==> src/rtl/fwd_hazard_unit.sv <==
// ---------------------------------------------------------------------------
// fwd_hazard_unit
//
// Operand-forwarding and hazard-control unit for a 5-stage pipeline. It sits
// beside the ID/EX register and does four things:
//   * selects the EX operand sources (register file, EX/MEM or MEM/WB bypass)
//   * inserts LOAD_LAT bubbles when a load feeds the instruction in ID
//   * freezes the whole pipeline while a data-memory access is not ready
//   * optionally counts the hazard cycles it causes
//
// Optional feature macro: HAZ_PERF_CNT_EN
//   defined   -> haz_cnt is a saturating count of edges with stall_id = 1
//   undefined -> no counter register exists and haz_cnt is tied to 0
//
// Parameters:
//   REG_AW   register-specifier width (register 0 is hardwired zero)
//   LOAD_LAT load-use bubbles per hazard, legal range 1..7
//   CNT_W    hazard-cycle counter width
//
// Ports:
//   clk, rst_n                 clock (rising edge), async active-low reset
//   id_rs, id_rt               sources of the instruction in ID
//   ex_rs, ex_rt, ex_rd        sources / destination of the instruction in EX
//   ex_regwrite, ex_memread    control bits of the instruction in EX
//   mem_rd, mem_regwrite       destination / control of the instruction in MEM
//   mem_access, mem_ready      MEM-stage load/store and its completion
//   wb_rd, wb_regwrite         destination / control of the instruction in WB
//   ctrl_flush                 control-flow flush from the branch unit
//   fwd_a, fwd_b               operand select: 00 RF, 10 EX/MEM, 01 MEM/WB
//   stall_if, stall_id         hold the PC and the IF/ID register
//   flush_ex                   load a bubble into ID/EX
//   freeze                     hold every pipeline register
//   haz_cnt                    hazard-cycle count
// ---------------------------------------------------------------------------
module fwd_hazard_unit #(
    parameter int unsigned REG_AW   = 5,
    parameter int unsigned LOAD_LAT = 1,
    parameter int unsigned CNT_W    = 16
) (
    input  logic              clk,
    input  logic              rst_n,
    input  logic [REG_AW-1:0] id_rs,
    input  logic [REG_AW-1:0] id_rt,
    input  logic [REG_AW-1:0] ex_rs,
    input  logic [REG_AW-1:0] ex_rt,
    input  logic [REG_AW-1:0] ex_rd,
    input  logic              ex_regwrite,
    input  logic              ex_memread,
    input  logic [REG_AW-1:0] mem_rd,
    input  logic              mem_regwrite,
    input  logic              mem_access,
    input  logic              mem_ready,
    input  logic [REG_AW-1:0] wb_rd,
    input  logic              wb_regwrite,
    input  logic              ctrl_flush,
    output logic [1:0]        fwd_a,
    output logic [1:0]        fwd_b,
    output logic              stall_if,
    output logic              stall_id,
    output logic              flush_ex,
    output logic              freeze,
    output logic [CNT_W-1:0]  haz_cnt
);

    typedef enum logic {
        IDLE     = 1'b0,
        LU_STALL = 1'b1
    } state_t;

    localparam logic [1:0] SEL_RF  = 2'b00;
    localparam logic [1:0] SEL_MEM = 2'b10;
    localparam logic [1:0] SEL_WB  = 2'b01;

    // Bubbles still owed after the first one, loaded on entry to LU_STALL.
    localparam logic [2:0] BCNT_INIT = 3'(LOAD_LAT - 1);

    state_t     state_q, state_d;
    logic [2:0] bcnt_q, bcnt_d;

    logic       lu;
    logic       mem_wait;
    logic [1:0] fwd_a_raw, fwd_b_raw;

    // -----------------------------------------------------------------------
    // Forwarding: the youngest producer (EX/MEM) wins over MEM/WB. Register 0
    // is never forwarded because it always reads as zero.
    // -----------------------------------------------------------------------
    function automatic logic [1:0] fwd_sel(input logic [REG_AW-1:0] src);
        if (mem_regwrite && (mem_rd != '0) && (mem_rd == src))
            return SEL_MEM;
        else if (wb_regwrite && (wb_rd != '0) && (wb_rd == src))
            return SEL_WB;
        else
            return SEL_RF;
    endfunction

    assign fwd_a_raw = fwd_sel(ex_rs);
    assign fwd_b_raw = fwd_sel(ex_rt);

    // Load in EX whose destination is read by the instruction in ID.
    assign lu = ex_memread & ex_regwrite & (ex_rd != '0) &
                ((ex_rd == id_rs) | (ex_rd == id_rt));

    assign mem_wait = mem_access & ~mem_ready;

    // -----------------------------------------------------------------------
    // Next-state and output logic.
    // Priority: reset, memory freeze, control flush, load-use.
    // -----------------------------------------------------------------------
    always_comb begin
        // NOTE: every signal driven here gets a default first, so no path can
        // leave one unassigned and infer a latch.
        state_d  = state_q;
        bcnt_d   = bcnt_q;
        fwd_a    = SEL_RF;
        fwd_b    = SEL_RF;
        stall_if = 1'b0;
        stall_id = 1'b0;
        flush_ex = 1'b0;
        freeze   = 1'b0;

        // Outputs must read 0 the moment rst_n falls, not at the next edge,
        // so even the purely combinational paths are gated by it.
        if (!rst_n) begin
            state_d = IDLE;
            bcnt_d  = '0;
        end else begin
            // Forwarding stays live through freeze and bubble cycles.
            fwd_a = fwd_a_raw;
            fwd_b = fwd_b_raw;

            if (mem_wait) begin
                // Hold everything; state and bcnt keep their values and a
                // pending load-use waits until the memory completes.
                freeze   = 1'b1;
                stall_if = 1'b1;
                stall_id = 1'b1;
            end else if (ctrl_flush) begin
                // The wrong-path instructions are discarded by the flush, so
                // any outstanding bubbles are abandoned.
                state_d = IDLE;
                bcnt_d  = '0;
            end else begin
                unique case (state_q)
                    IDLE: begin
                        if (lu) begin
                            stall_if = 1'b1;
                            stall_id = 1'b1;
                            flush_ex = 1'b1;
                            if (LOAD_LAT > 1) begin
                                state_d = LU_STALL;
                                bcnt_d  = BCNT_INIT;
                            end
                        end
                    end
                    LU_STALL: begin
                        // EX holds bubbles here, so lu is not re-evaluated.
                        stall_if = 1'b1;
                        stall_id = 1'b1;
                        flush_ex = 1'b1;
                        bcnt_d   = bcnt_q - 3'd1;
                        if (bcnt_q == 3'd1)
                            state_d = IDLE;
                    end
                    default: begin
                        state_d = IDLE;
                        bcnt_d  = '0;
                    end
                endcase
            end
        end
    end

    // NOTE: sequential state uses non-blocking assignments so every register
    // samples its pre-edge value regardless of block ordering.
    always_ff @(posedge clk or negedge rst_n) begin
        if (!rst_n) begin
            state_q <= IDLE;
            bcnt_q  <= '0;
        end else begin
            state_q <= state_d;
            bcnt_q  <= bcnt_d;
        end
    end

    // -----------------------------------------------------------------------
    // Hazard-cycle counter: one count per edge with stall_id high (bubble or
    // freeze), saturating at all-ones.
    // -----------------------------------------------------------------------
`ifdef HAZ_PERF_CNT_EN
    logic [CNT_W-1:0] haz_cnt_q;

    always_ff @(posedge clk or negedge rst_n) begin
        if (!rst_n)
            haz_cnt_q <= '0;
        else if (stall_id && (haz_cnt_q != {CNT_W{1'b1}}))
            haz_cnt_q <= haz_cnt_q + 1'b1;
    end

    assign haz_cnt = haz_cnt_q;
`else
    assign haz_cnt = '0;
`endif

endmodule

==> config.mk <==
export PLATFORM = sky130hd
export DESIGN_NAME = fwd_hazard_unit
export DESIGN_NICKNAME = d
export VERILOG_FILES = /design/src/rtl/fwd_hazard_unit.sv
export SDC_FILE = /design/constraint.sdc
export NUM_CORES = 1
export LEC_CHECK = 0
export BUFFER_PORTS_ARGS = -buffer_cell sky130_fd_sc_hd__buf_2
export CAP_MARGIN = 20
export CORE_UTILIZATION = 39
export CTS_CLUSTER_DIAMETER = 30
export CTS_CLUSTER_SIZE = 20
export DETAILED_ROUTE_END_ITERATION = 7
export PLACE_DENSITY = 0.91
export SETUP_SLACK_MARGIN = 0.1
export SYNTH_ARGS = -nofsm -noshare
export SYNTH_HDL_FRONTEND = slang
export SYNTH_SLANG_ARGS = --single-unit
==> constraint.sdc <==
create_clock -name clk -period 1.4 [get_ports clk]
set_input_delay 0.14 -clock clk [delete_from_list [all_inputs] [get_ports clk]]
set_output_delay 0.14 -clock clk [all_outputs]
set_load 0.02 [all_outputs]
==> flow_summary.toml <==
[status]
status = "finished with violations"
violations = "negative setup slack"

[finish]
fillers = 152
regArea_um2 = 100
multi_input_comb_area_um2 = 796
area_growth_pct = 74.6
n_antenna_cell = 0
drive_above_1_share_pct = 53.4
final_cells = 205
fin_nets = 226

[critical_path]
r2r-end = "bcnt_q[2]"
crit_chain = "buf_8 > or4_4 > o21ai_4 > nor4_4 > nor4_4 > buf_4"
cp.depth = 6
cp-start-kind = "input port"
rr_worst_depth = 6
worstPathRequired_ns = 1.26
worst-path-buf-inv = 2
reg2reg_slack_ns = 0.11
critPathMaxFanout = 2
worstPathArrival_ns = 1.42
cp_top_family = "simple AND/OR/NAND/NOR gates"
crit_slowest_cell = "or4_4"
endpoint = "fwd_a[0]"
critical_path.max_stage_delay_ns = 0.54
crit_path_start = "mem_rd[1]"
critical_path_class = "input port to output port"
critPathMostFrequentCell = "nor4_4"
end_kind = "output port"
regToRegStartpoint = "bcnt_q[1]"

[clock_tree]
ctsHtreeMaxLevel = 1
cts_buffer_depth = 2
cts_made_buffers = 3
clk_latency_ns = 0.23
cts_tree = "built"
root_buffer = "clkbuf_4"
clock_sinks = 4
clkTransAtPathRegs_ns = 0.03

[grt]
grt_max_degree = 10
track_usage_pct = 22.6
grt_pass1_vias = 980
grt.overflow.total = 0
grt_pass1_wl_mm = 4.01
antenna_found_initial = 0

[timing]
hold_viol = 0
max_freq_ghz = 0.642
layout_worst_path_cycle_share_pct = 111
drv_slew = 0
holdWs_ns = 0.212
finClkSkew_ns = 0.00161
rsz0062_at_grt = "true"
min_period_ns = 1.56
tns_ns = -0.506
setup_viol = 4
fin_ws_ns = -0.158

[detailed_routing]
ant_nets = 0
via_per_inst = 4.89
routed_wl_mm = 2.73
first_iter_violations = 21
vias = 1002
wl_met3_um = 295
drc_errors = 0
post_drt_wl_per_cell_um = 13.3
dr_wl_met2_mm = 1.49
drt_first_pass_iters = 4
top_layer = "met4"
wl_met1_um = 936

[floorplanning]
io_pins = 68
core-area_um2 = 1980
die_area_um2 = 2340
die-width_um = 48.4
dieHeight_um = 48.4
rows = 16
initial_core_util_pct = 42.3

[placement]
portBuffers = 51
hpwlAfterDp_mm = 1.87
gp_congestion = 0.795
dpl.cell_count = 196

[synthesis]
synth_edf_count = 0
synth.distinct_cells = 31
syn_avg_cell_area_um2 = 7.83
synth-main-ff-cell = "dfrtp_1"
yosys_warnings = 0
ys_seq_area_share_pct = 11.9
syn_area_um2 = 838
async_flop_share_pct = 100
synth_cells = 107
synthTopCellsByArea = "xor2_1 25%, buf_4 15%, dfrtp_1 12%, xnor2_1 6.3%, nor2b_1 3.7%"
synth_most_common_cell = "xor2_1"
synth_top_area_share_pct = 25.1
synth_top_cell_by_area = "xor2_1"
ys_ff_latch = 4
synth.top_cells.by_count = "24 x xor2_1, 17 x buf_4, 6 x xnor2_1, 5 x nand2_1, 5 x nor2b_1"

[run]
cap_violations = 0

[hold_path]
hold_path.class = "input port to flip-flop"

[power]
p_total_mw = 0.617
clock_power_share_pct = 22.4
p_per_area_nw_per_um2 = 421
netSwitchingFraction_pct = 38.6
vdd_ir_drop_max_mv = 0.322
p_leak_nw = 0.696
internal-power_mw = 0.379
pwr-share-seq_pct = 18.8
netSwitchingPower_mw = 0.238
pwr-share-comb_pct = 58.8
worst min path at each step:
stage                   start         to  slack, ns  cells past startpoint
global route        mem_ready  bcnt_q[2]       0.23                      4
CTS                 mem_ready  bcnt_q[2]       0.20                      4
floorplan               rst_n  bcnt_q[0]      -0.16                      0
detailed placement      rst_n  bcnt_q[1]       0.08                      2
global placement        rst_n  bcnt_q[1]       0.08                      2
finish              mem_ready  bcnt_q[2]       0.21                      4
sequential cells by signal, summed over array words and instances, names as in the netlist:
| signal | flops |
|---|---|
| bcnt_q | 3 |
| state_q | 1 |
through the flow:
stage | area (µm²) | setup slack (ns) | util [%]
detailed placement | 1180 | -0.198 | 59.7
CTS | 1350 | -0.130 | 68.1
global route | 1460 | -0.184 | 73.9
finish | 1460 | -0.158 | 73.9
global placement | 1180 | -0.168 | 59.7
floorplan | 923 | 0.0304 | -
worst reg2reg max path, stage by stage (launching register included):
cell	delay, ns
dfrtp_1	0.37
inv_2	0.09
ha_4	0.13
nand2_2	0.05
or3_1	0.31
a21o_1	0.16
a21boi_1	0.12
placed cells by master, fill, tap and decap left out, drive strengths merged, types with 2 or more instances in the layout:
master,count
conb,16
o21ai,5
nand2,5
nor3,3
ha,2
clkbuf,3
dfrtp,4
xor2,24
and2,5
nor2b,5
nor4,4
buf,69
or4,4
nand4,2
xnor2,6
nand3,2
inv,3
nor2,4
layer usage:
| layer | vias to the layer above | track usage, % |
|---|---|---|
| li1 | 478 | - |
| met1 | 454 | 17.9 |
| met2 | 68 | 45.5 |
| met3 | 2 | 9.75 |
| met4 | 0 | 11.3 |
| met5 | - | 0 |
layout make-up:
class / count / share of cell area, %
sequential: 4 / 6.84
multi-input combinational: 98 / 54.4
clock buffer: 3 / 1.54
tap: 27 / 2.31
timing repair buffer: 70 / 34.2
inverter: 3 / 0.769
power groups by stage:
stage	registers [mW]	clock network, mW	logic [mW]
after floorplan	0.118	0	0.179
after global placement	0.118	0	0.276
after detailed placement	0.118	0	0.282
after CTS	0.116	0.145	0.322
after global routing	0.116	0.162	0.383
final	0.116	0.138	0.363
repair_timing:
item,CTS,global route
gates resized for setup,30,24
pin swaps,8,6
setup endpoints to repair,8,8
setup buffers,3,2
endpoints found under the hold margin,4,0
hold buffers,1,0
cell families after synthesis:
logic type / Yosys count / synth area share, %
other cells: 1 / 0.447
xor+xnor: 30 / 31.3
compound gates: 13 / 10.2
simple gates: 37 / 26.6
buf+inv: 20 / 16.6
flops: 4 / 11.9
fa+ha+maj: 2 / 2.98
Note: power is estimated with default switching activity, not from simulation.
